--- src/rtl/shifter_pkg.sv ---
// Mode encoding shared by the barrel shifter pipeline and its per-stage shift slices.
package shifter_pkg;

  typedef logic [2:0] shift_mode_t;

  localparam shift_mode_t MODE_SLL = 3'b000;
  localparam shift_mode_t MODE_SRL = 3'b001;
  localparam shift_mode_t MODE_SRA = 3'b010;
  localparam shift_mode_t MODE_ROL = 3'b011;
  localparam shift_mode_t MODE_ROR = 3'b100;

endpackage

--- src/rtl/shifter_stage.sv ---
// One log2 slice: shifts/rotates by STEP when i_en is set, otherwise passes through; zero latency.
// No handshake here -- the top owns every register and the stall.
module shifter_stage
  import shifter_pkg::*;
#(
  parameter int WIDTH = 16,
  parameter int STEP  = 1
) (
  input  logic [WIDTH-1:0] i_dat,
  input  logic             i_en,
  input  shift_mode_t      i_mode,
  input  logic             i_cout,
  output logic [WIDTH-1:0] o_dat,
  output logic             o_cout
);

  logic [WIDTH-1:0] w_sra;
  logic [WIDTH-1:0] w_rol;
  logic [WIDTH-1:0] w_ror;

  assign w_sra = $unsigned($signed(i_dat) >>> STEP);
  assign w_rol = (i_dat << STEP) | (i_dat >> (WIDTH - STEP));
  assign w_ror = (i_dat >> STEP) | (i_dat << (WIDTH - STEP));

  // The highest enabled slice is the last to overwrite o_cout, so the carry that
  // survives the chain is the bit dropped by the final partial shift.
  always_comb begin
    o_dat  = i_dat;
    o_cout = i_cout;
    if (i_en) begin
      case (i_mode)
        MODE_SLL: begin
          o_dat  = i_dat << STEP;
          o_cout = i_dat[WIDTH-STEP];
        end
        MODE_SRL: begin
          o_dat  = i_dat >> STEP;
          o_cout = i_dat[STEP-1];
        end
        MODE_SRA: begin
          o_dat  = w_sra;
          o_cout = i_dat[STEP-1];
        end
        MODE_ROL: begin
          o_dat  = w_rol;
          o_cout = w_rol[0];
        end
        MODE_ROR: begin
          o_dat  = w_ror;
          o_cout = w_ror[WIDTH-1];
        end
        default: begin
          o_dat  = i_dat;
          o_cout = i_cout;
        end
      endcase
    end
  end

endmodule

--- src/rtl/barrel_shifter_pipe.sv ---
// Pipelined barrel shifter/rotator: operand register + one register per log2 stage, result AMT_W edges after accept.
// Global stall: in_ready = !out_valid || out_ready; SHIFTER_FLAGS_EN adds registered out_zero/out_cout.
module barrel_shifter_pipe
  import shifter_pkg::*;
#(
  parameter  int WIDTH = 16,
  localparam int AMT_W = $clog2(WIDTH)
) (
  input  logic             clk,
  input  logic             reset,
  input  logic             in_valid,
  output logic             in_ready,
  input  logic [WIDTH-1:0] in_data,
  input  logic [AMT_W-1:0] in_amt,
  input  logic [2:0]       in_mode,
  output logic             out_valid,
  input  logic             out_ready,
  output logic [WIDTH-1:0] out_data
`ifdef SHIFTER_FLAGS_EN
  ,
  output logic             out_zero,
  output logic             out_cout
`endif
);

  if (WIDTH < 4 || (WIDTH & (WIDTH - 1)) != 0) begin : g_bad_width
    $error("barrel_shifter_pipe: WIDTH must be a power of two, at least 4");
  end

  // Slot 0 holds the accepted operation; slot k+1 holds the result of slice k.
  logic [AMT_W:0]   r_vld;
  logic [WIDTH-1:0] r_dat  [0:AMT_W];
  logic [AMT_W-1:0] r_amt  [0:AMT_W-1];
  shift_mode_t      r_mode [0:AMT_W-1];

  logic [WIDTH-1:0] w_dat  [0:AMT_W-1];
  logic [AMT_W-1:0] w_cout;
  logic             w_advance;

  assign w_advance = !out_valid || out_ready;
  assign in_ready  = w_advance;

`ifdef SHIFTER_FLAGS_EN
  logic r_cout [1:AMT_W];
  logic r_zero;
`endif

  // r_amt is shifted right each stage, so bit 0 is always the bit for the current slice.
  for (genvar k = 0; k < AMT_W; k++) begin : g_stage
    logic w_cin;
`ifdef SHIFTER_FLAGS_EN
    if (k == 0) begin : g_first
      assign w_cin = 1'b0;
    end else begin : g_rest
      assign w_cin = r_cout[k];
    end
`else
    assign w_cin = 1'b0;
`endif

    shifter_stage #(
      .WIDTH (WIDTH),
      .STEP  (1 << k)
    ) u_stage (
      .i_dat  (r_dat[k]),
      .i_en   (r_amt[k][0]),
      .i_mode (r_mode[k]),
      .i_cout (w_cin),
      .o_dat  (w_dat[k]),
      .o_cout (w_cout[k])
    );
  end

  always_ff @(posedge clk or posedge reset) begin
    if (reset) begin
      r_vld <= '0;
      for (int k = 0; k <= AMT_W; k++) begin
        r_dat[k] <= '0;
      end
      for (int k = 0; k < AMT_W; k++) begin
        r_amt[k]  <= '0;
        r_mode[k] <= MODE_SLL;
      end
    end else if (w_advance) begin
      r_vld     <= {r_vld[AMT_W-1:0], in_valid};
      r_dat[0]  <= in_data;
      r_amt[0]  <= in_amt;
      r_mode[0] <= in_mode;
      for (int k = 0; k < AMT_W; k++) begin
        r_dat[k+1] <= w_dat[k];
      end
      for (int k = 0; k < AMT_W - 1; k++) begin
        r_amt[k+1]  <= r_amt[k] >> 1;
        r_mode[k+1] <= r_mode[k];
      end
    end
  end

  // Bubble slots carry stale data, so the visible outputs are gated by valid.
  assign out_valid = r_vld[AMT_W];
  assign out_data  = out_valid ? r_dat[AMT_W] : '0;

`ifdef SHIFTER_FLAGS_EN
  always_ff @(posedge clk or posedge reset) begin
    if (reset) begin
      for (int k = 1; k <= AMT_W; k++) begin
        r_cout[k] <= 1'b0;
      end
      r_zero <= 1'b0;
    end else if (w_advance) begin
      for (int k = 1; k <= AMT_W; k++) begin
        r_cout[k] <= w_cout[k-1];
      end
      r_zero <= (w_dat[AMT_W-1] == '0);
    end
  end

  assign out_zero = out_valid & r_zero;
  assign out_cout = out_valid & r_cout[AMT_W];
`else
  logic w_cout_unused;
  assign w_cout_unused = ^w_cout;
`endif

endmodule

--- config.mk ---
export PLATFORM = sky130hd
export DESIGN_NAME = barrel_shifter_pipe
export DESIGN_NICKNAME = d
export VERILOG_FILES = /design/src/rtl/shifter_pkg.sv /design/src/rtl/shifter_stage.sv /design/src/rtl/barrel_shifter_pipe.sv
export SDC_FILE = /design/constraint.sdc
export NUM_CORES = 1
export LEC_CHECK = 0
export CORE_UTILIZATION = 50
export DETAILED_ROUTE_END_ITERATION = 6
export DONT_BUFFER_PORTS = 1
export PLACE_DENSITY_LB_ADDON = 0.2
export SYNTH_ARGS = -nofsm -noshare
export SYNTH_HDL_FRONTEND = slang
export SYNTH_SLANG_ARGS = --single-unit
--- constraint.sdc ---
create_clock -name clk -period 3.87 [get_ports clk]
set_clock_uncertainty 0.1 [all_clocks]
set_input_delay 0.1935 -clock clk [delete_from_list [all_inputs] [get_ports clk]]
set_output_delay 0.1935 -clock clk [all_outputs]
set_load 0.005 [all_outputs]
* Word-level counts from Yosys, hierarchy flattened
Index checks and enable logic that the tools add are counted.
Storage, ports and cells: bits of input ports 27, word-level logic and storage cells 53, register bits 107, output and inout bits 18
Operators by class: equality and inequality tests 16, mux-type cells 9, reduce and logical (&&, ||, !) cells 7, bitwise logic cells 7
Operator list (number):
- case mux 16 bit (5 select lines) | 3
- 2-to-1 mux 16 bit | 5
- case mux 16 bit (4 select lines) | 1
- == test 3 x 2 -> 1 bit, second input constant | 8
- OR 12 x 16 -> 16 bit | 1
- OR 14 x 16 -> 16 bit | 1
- OR 15 x 16 -> 16 bit | 1
- OR 16 x 1 -> 16 bit | 1
- OR 16 x 2 -> 16 bit | 1
- OR 16 x 4 -> 16 bit | 1
- OR 16 x 8 -> 16 bit | 1
- == test 3 x 1 -> 1 bit, second input constant | 4
- == test 3 bit, second input constant | 4
- logical NOT 3 bit | 4
- OR reduction 2 bit | 1
- logical NOT 1 bit | 1
- logical OR 1 bit | 1

* Depth between registers and ports, before layout
depth in word-level cells 4, mapped depth 6, mapped depth without buffers 5

* By module
From an unflattened synthesis, not the netlist that was laid out.
Unflattened totals: cell total of the unflattened synthesis 591, area total of the unflattened synthesis 6632.6 um^2
By module, submodules not included:
- barrel_shifter_pipe | cells an instance 246, area an instance 4147.7 um^2, sequential area each 2677.6 um^2, instances 1
- shifter_stage at g_stage[2].u_stage | cells an instance 89, area an instance 713.2 um^2, sequential area each 0.0 um^2, instances 1
- shifter_stage at g_stage[1].u_stage | cells an instance 96, area an instance 673.1 um^2, sequential area each 0.0 um^2, instances 1
- shifter_stage at g_stage[0].u_stage | cells an instance 95, area an instance 616.8 um^2, sequential area each 0.0 um^2, instances 1
- shifter_stage at g_stage[3].u_stage | cells an instance 65, area an instance 481.7 um^2, sequential area each 0.0 um^2, instances 1

* Worst setup path after synthesis
Ideal clock, no wire load.
kind flip-flop to flip-flop, start register r_mode[7] (netlist bit), end register r_dat[36] (netlist bit), path slack 2.051 ns, buffers on the path 1, arrival time 1.580 ns, setup time 0.139 ns, stages on the path, launching flop included 6, cells stage by stage dfrtp_1 > xnor2_1 > buf_2 > mux2_2 > a222oi_1 > a21oi_1
On the way: longest elaborated chain between the ends 3, elaborated cells on any way between the ends 7
Ends and longest elaborated chain:
- start, declared | RTL line barrel_shifter_pipe.sv:34 | shift_mode_t r_mode [0:AMT_W-1];
- start signal, assigned by index | RTL line barrel_shifter_pipe.sv:94 | r_mode[k+1] <= r_mode[k];
- == test 3 bit (tied with other cells)
- case mux 16 bit (5 select lines) * | RTL line shifter_stage.sv:31 | case (i_mode)
- 2-to-1 mux 16 bit * | RTL line shifter_stage.sv:30 | if (i_en) begin
- end signal, assigned by index | RTL line barrel_shifter_pipe.sv:90 | r_dat[k+1] <= w_dat[k];
- end, declared | RTL line barrel_shifter_pipe.sv:32 | logic [WIDTH-1:0] r_dat [0:AMT_W];
Every way passes the cells marked *; elsewhere a longest branch is shown, timed or not. A chain may end at the register's enable or synchronous reset.

* Final worst setup path
start register r_vld[4], end register r_dat[0] (netlist bit)
On the way: longest elaborated chain between the ends 2
Ends and longest elaborated chain:
- start, declared | RTL line barrel_shifter_pipe.sv:31 | logic [AMT_W:0] r_vld;
- start signal, assigned | RTL line barrel_shifter_pipe.sv:85 | r_vld <= {r_vld[AMT_W-1:0], in_valid};
- logical NOT 1 bit | RTL line barrel_shifter_pipe.sv:40 | assign w_advance = !out_valid || out_ready;
- logical OR 1 bit | RTL line barrel_shifter_pipe.sv:40
No other way between the ends.

==> results.md <==
- Status: complete, but fails checks
- Failing checks: design-rule violations
- Worst slew margin: 0.282
- Final ANT Viol Nets: 0
- IO buf count: 0
- Peak VDD IR: 0.396 mV
- Endpoints failing hold: 0
- Max-cap violations: 0
- Clock tree from TritonCTS: yes
- Hold_sp: out_ready
- Reg2reg start: r_vld[4]$_DFFE_PP0P_
- Lkg Pwr: between 2 and 3 nW
- Largest net degree at the start of global routing: ~110
- Worst setup EP type: flop
- Final setup violation count: 0
- Placed Area: roughly 6000 um2
- Clock period minus worst slack: approximately 2.3 ns
- Die area: around 12000 um2
- YS warnings: 0
- FF-to-FF End: r_dat[0]$_DFFE_PP0P_
- Worst Hold Slack: between 0.007 and 0.008 ns
- Tightest Hold Check Type: input port to flop
- EDFF count, synth: 0
- Cell area after layout: around 6500 um2
- Top Ports: between 40 and 50
- Diodes inserted: 0
- Wirelength, routed: roughly 14000 um
- Synth-to-layout area growth: 9.07%
- Yosys reg bits: 107
- Most frequent cells in the layout: nand2_1 (182), dfrtp_1 (107), nor2_1 (42), o21ai_0 (31), dlygate4sd3_1 (26)
- Clk Latency, worst-skew pair: 0.35 ns
- Period utilisation layout: 0.597
- Initial Util: 0.517
- DR pass1 iterations: 7
- Commonest non-fill, non-tap cell in the layout: nand2_1
- Fraction of the yosys area taken by sequential cells: 0.452
- RSZ-0062 raised after global routing: false
- R2r worst-path depth: 4
- CTS sink count: roughly 110
- R2R Setup Slk: around 1.6 ns
- Fin. max-slew vios: 0
- Routability Congestion: ~0.88
- Synth unique cells: 53
- Wirelength per Cell: 17.2 um
- TritonCTS Buffers: 9
- Vias in the first global route: between 4000 and 5000
- Synth Net Count: 704
- Overall routing resource usage: 0.237
- CTS Buffer Depth: 2
- Slew @ Worst Pin: 1.07 ns
- Worst setup SP type: flop
- Worst-path clk slew: about 0.070 ns
- First-pass GRT wire length: about 23000 um
- Fraction of final layout cells with drive strength greater than 1: 0.0691
- FMAX: 433 MHz
- Post-route DRC violation count: 6
- Dominant cell type by area after synthesis: dfrtp_1
- Cell Pwr Density: approximately 930 nW/um2
- Main synth FF type: dfrtp_1
- Critical-path maximum fanout: approximately 90
- Crit Path Class: flop to flop
- Via count: between 4000 and 5000
- H-tree Lvls: 3
- Drt initial violations: between 300 and 400
- Setup TNS: 0 ns
- Die height: approximately 110 um
- Netlist Area Pre-Place: 5930 um2
- Initial antenna violation count: 0
- Hold path depth: 2
- Hpwl dp: between 9000 and 10000 um
- Async S/R FF share, synth: 1.00
- Die Width: about 110 um
- Root buf cell: clkbuf_16
- Worst-case hold path end point: r_dat[0]$_DFFE_PP0P_
- Worst Path Arrival: between 2 and 2.5 ns
- Core area: about 11000 um2
- Num rows: 39
- Avg Vias per Cell: 6.03
- Synth area leaders: dfrtp_1 (45%), nand2_1 (12%), mux2_2 (3.2%)
- Nets: 688
- Mapped Avg Cell Area: ~8.8 um2
- Total grt overflow: 0
- Worst Path Required: roughly 4.0 ns
- Post-synth top area share: 0.452
- Gate Count Post-Synth: just under 700
==> registers in the layout, indices dropped and copies added (netlist names) <==
| name | flops |
|---|---|
| r_dat | 80 |
| r_mode | 12 |
| r_amt | 10 |
| r_vld | 5 |
==> critical path: stages, from the launching register on <==
cell and delay [ns]:
dfrtp_1 0.60, and2b_2 0.24, buf_4 0.72, nor2_4 0.15, a221o_1 0.38
==> logic make-up after synthesis <==
kind of cell	share of synthesized area
simple gates	0.217
compound gates	0.214
flops	0.452
buf+inv	0.0515
mux	0.0462
xor+xnor	0.0101
fa+ha+maj	0.0101
==> stage by stage <==
| stage | power (mW) | cells | setup slack (ns) | utilization |
|---|---|---|---|---|
| after global routing | 6.43 | 809 | 1.37 | 0.564 |
| after detailed placement | 4.95 | 767 | 1.52 | 0.513 |
| after global placement | 4.84 | 767 | 1.60 | 0.513 |
| final | 5.98 | 809 | 1.56 | 0.564 |
| after floorplan | 4.39 | 677 | 0.759 | - |
| after CTS | 5.99 | 809 | 1.52 | 0.564 |
==> layer usage <==
layer  share of wire  GRT usage  up-vias
met5               0          0        -
met1            0.44      0.303     2322
li1                -          -     2383
met3           0.041     0.0399       35
met4           0.040      0.129        0
met2            0.48      0.386      139
==> how the worst max path moves through the flow <==
| stage | from | end | slack (ns) | cells after the start |
|---|---|---|---|---|
| 3_5_place_dp | r_vld[4]$_DFFE_PP0P_ | r_dat[2]$_DFFE_PP0P_ | 1.52 | 4 |
| 6_report | r_vld[4]$_DFFE_PP0P_ | r_dat[0]$_DFFE_PP0P_ | 1.56 | 4 |
| 5_1_grt | r_vld[4]$_DFFE_PP0P_ | r_dat[0]$_DFFE_PP0P_ | 1.37 | 4 |
| 3_3_place_gp | r_vld[4]$_DFFE_PP0P_ | r_dat[0]$_DFFE_PP0P_ | 1.60 | 4 |
| 4_1_cts | r_vld[4]$_DFFE_PP0P_ | r_dat[2]$_DFFE_PP0P_ | 1.52 | 4 |
| 2_1_floorplan | reset | r_amt[0]$_DFFE_PP0P_ | 0.76 | 1 |
==> synthesized netlist by cell type (all sizes together), types with 2 or more instances <==
cell	n
a221o	8
xor2	3
inv	8
a32o	3
nor2	44
and3	19
a22o	4
mux2	19
o221ai	13
maj3	6
o2111ai	5
o21a	6
a31oi	9
o21ai	32
o2bb2ai	7
a211oi	8
nor2b	6
a21boi	9
o22ai	18
mux2i	6
a221oi	2
o31ai	2
nand3	2
dfrtp	107
nand2b	6
xnor2	3
buf	34
a222oi	18
nand2	182
a21oi	21
clkbuf	23
nor3	10
or2	3
and2	19
o22a	5
==> final cells by class <==
cell class	instances	area [um2]
fill	1017	5000
multi-input combinational	505	2950
sequential	107	2680
timing repair buffer	30	303
clock buffer	11	253
tap	143	179
clock inverter	5	75.1
inverter	8	33.8
==> repair_timing <==
action	4_1_cts	5_1_grt
endpoints found under the hold margin	108	0
buffers inserted	0	0
hold buffers	26	0
gates resized for setup	0	0
==> power breakdown <==
part / total (mW) / switching (mW) / internal (mW) / leakage [nW]
sequential: 2.44 / 0.805 / 1.64 / 1.27
clock: 1.00 / 0.403 / 0.599 / 0.165
combinational: 2.54 / 1.31 / 1.23 / 1.37
(Power assumes the default switching activity.)
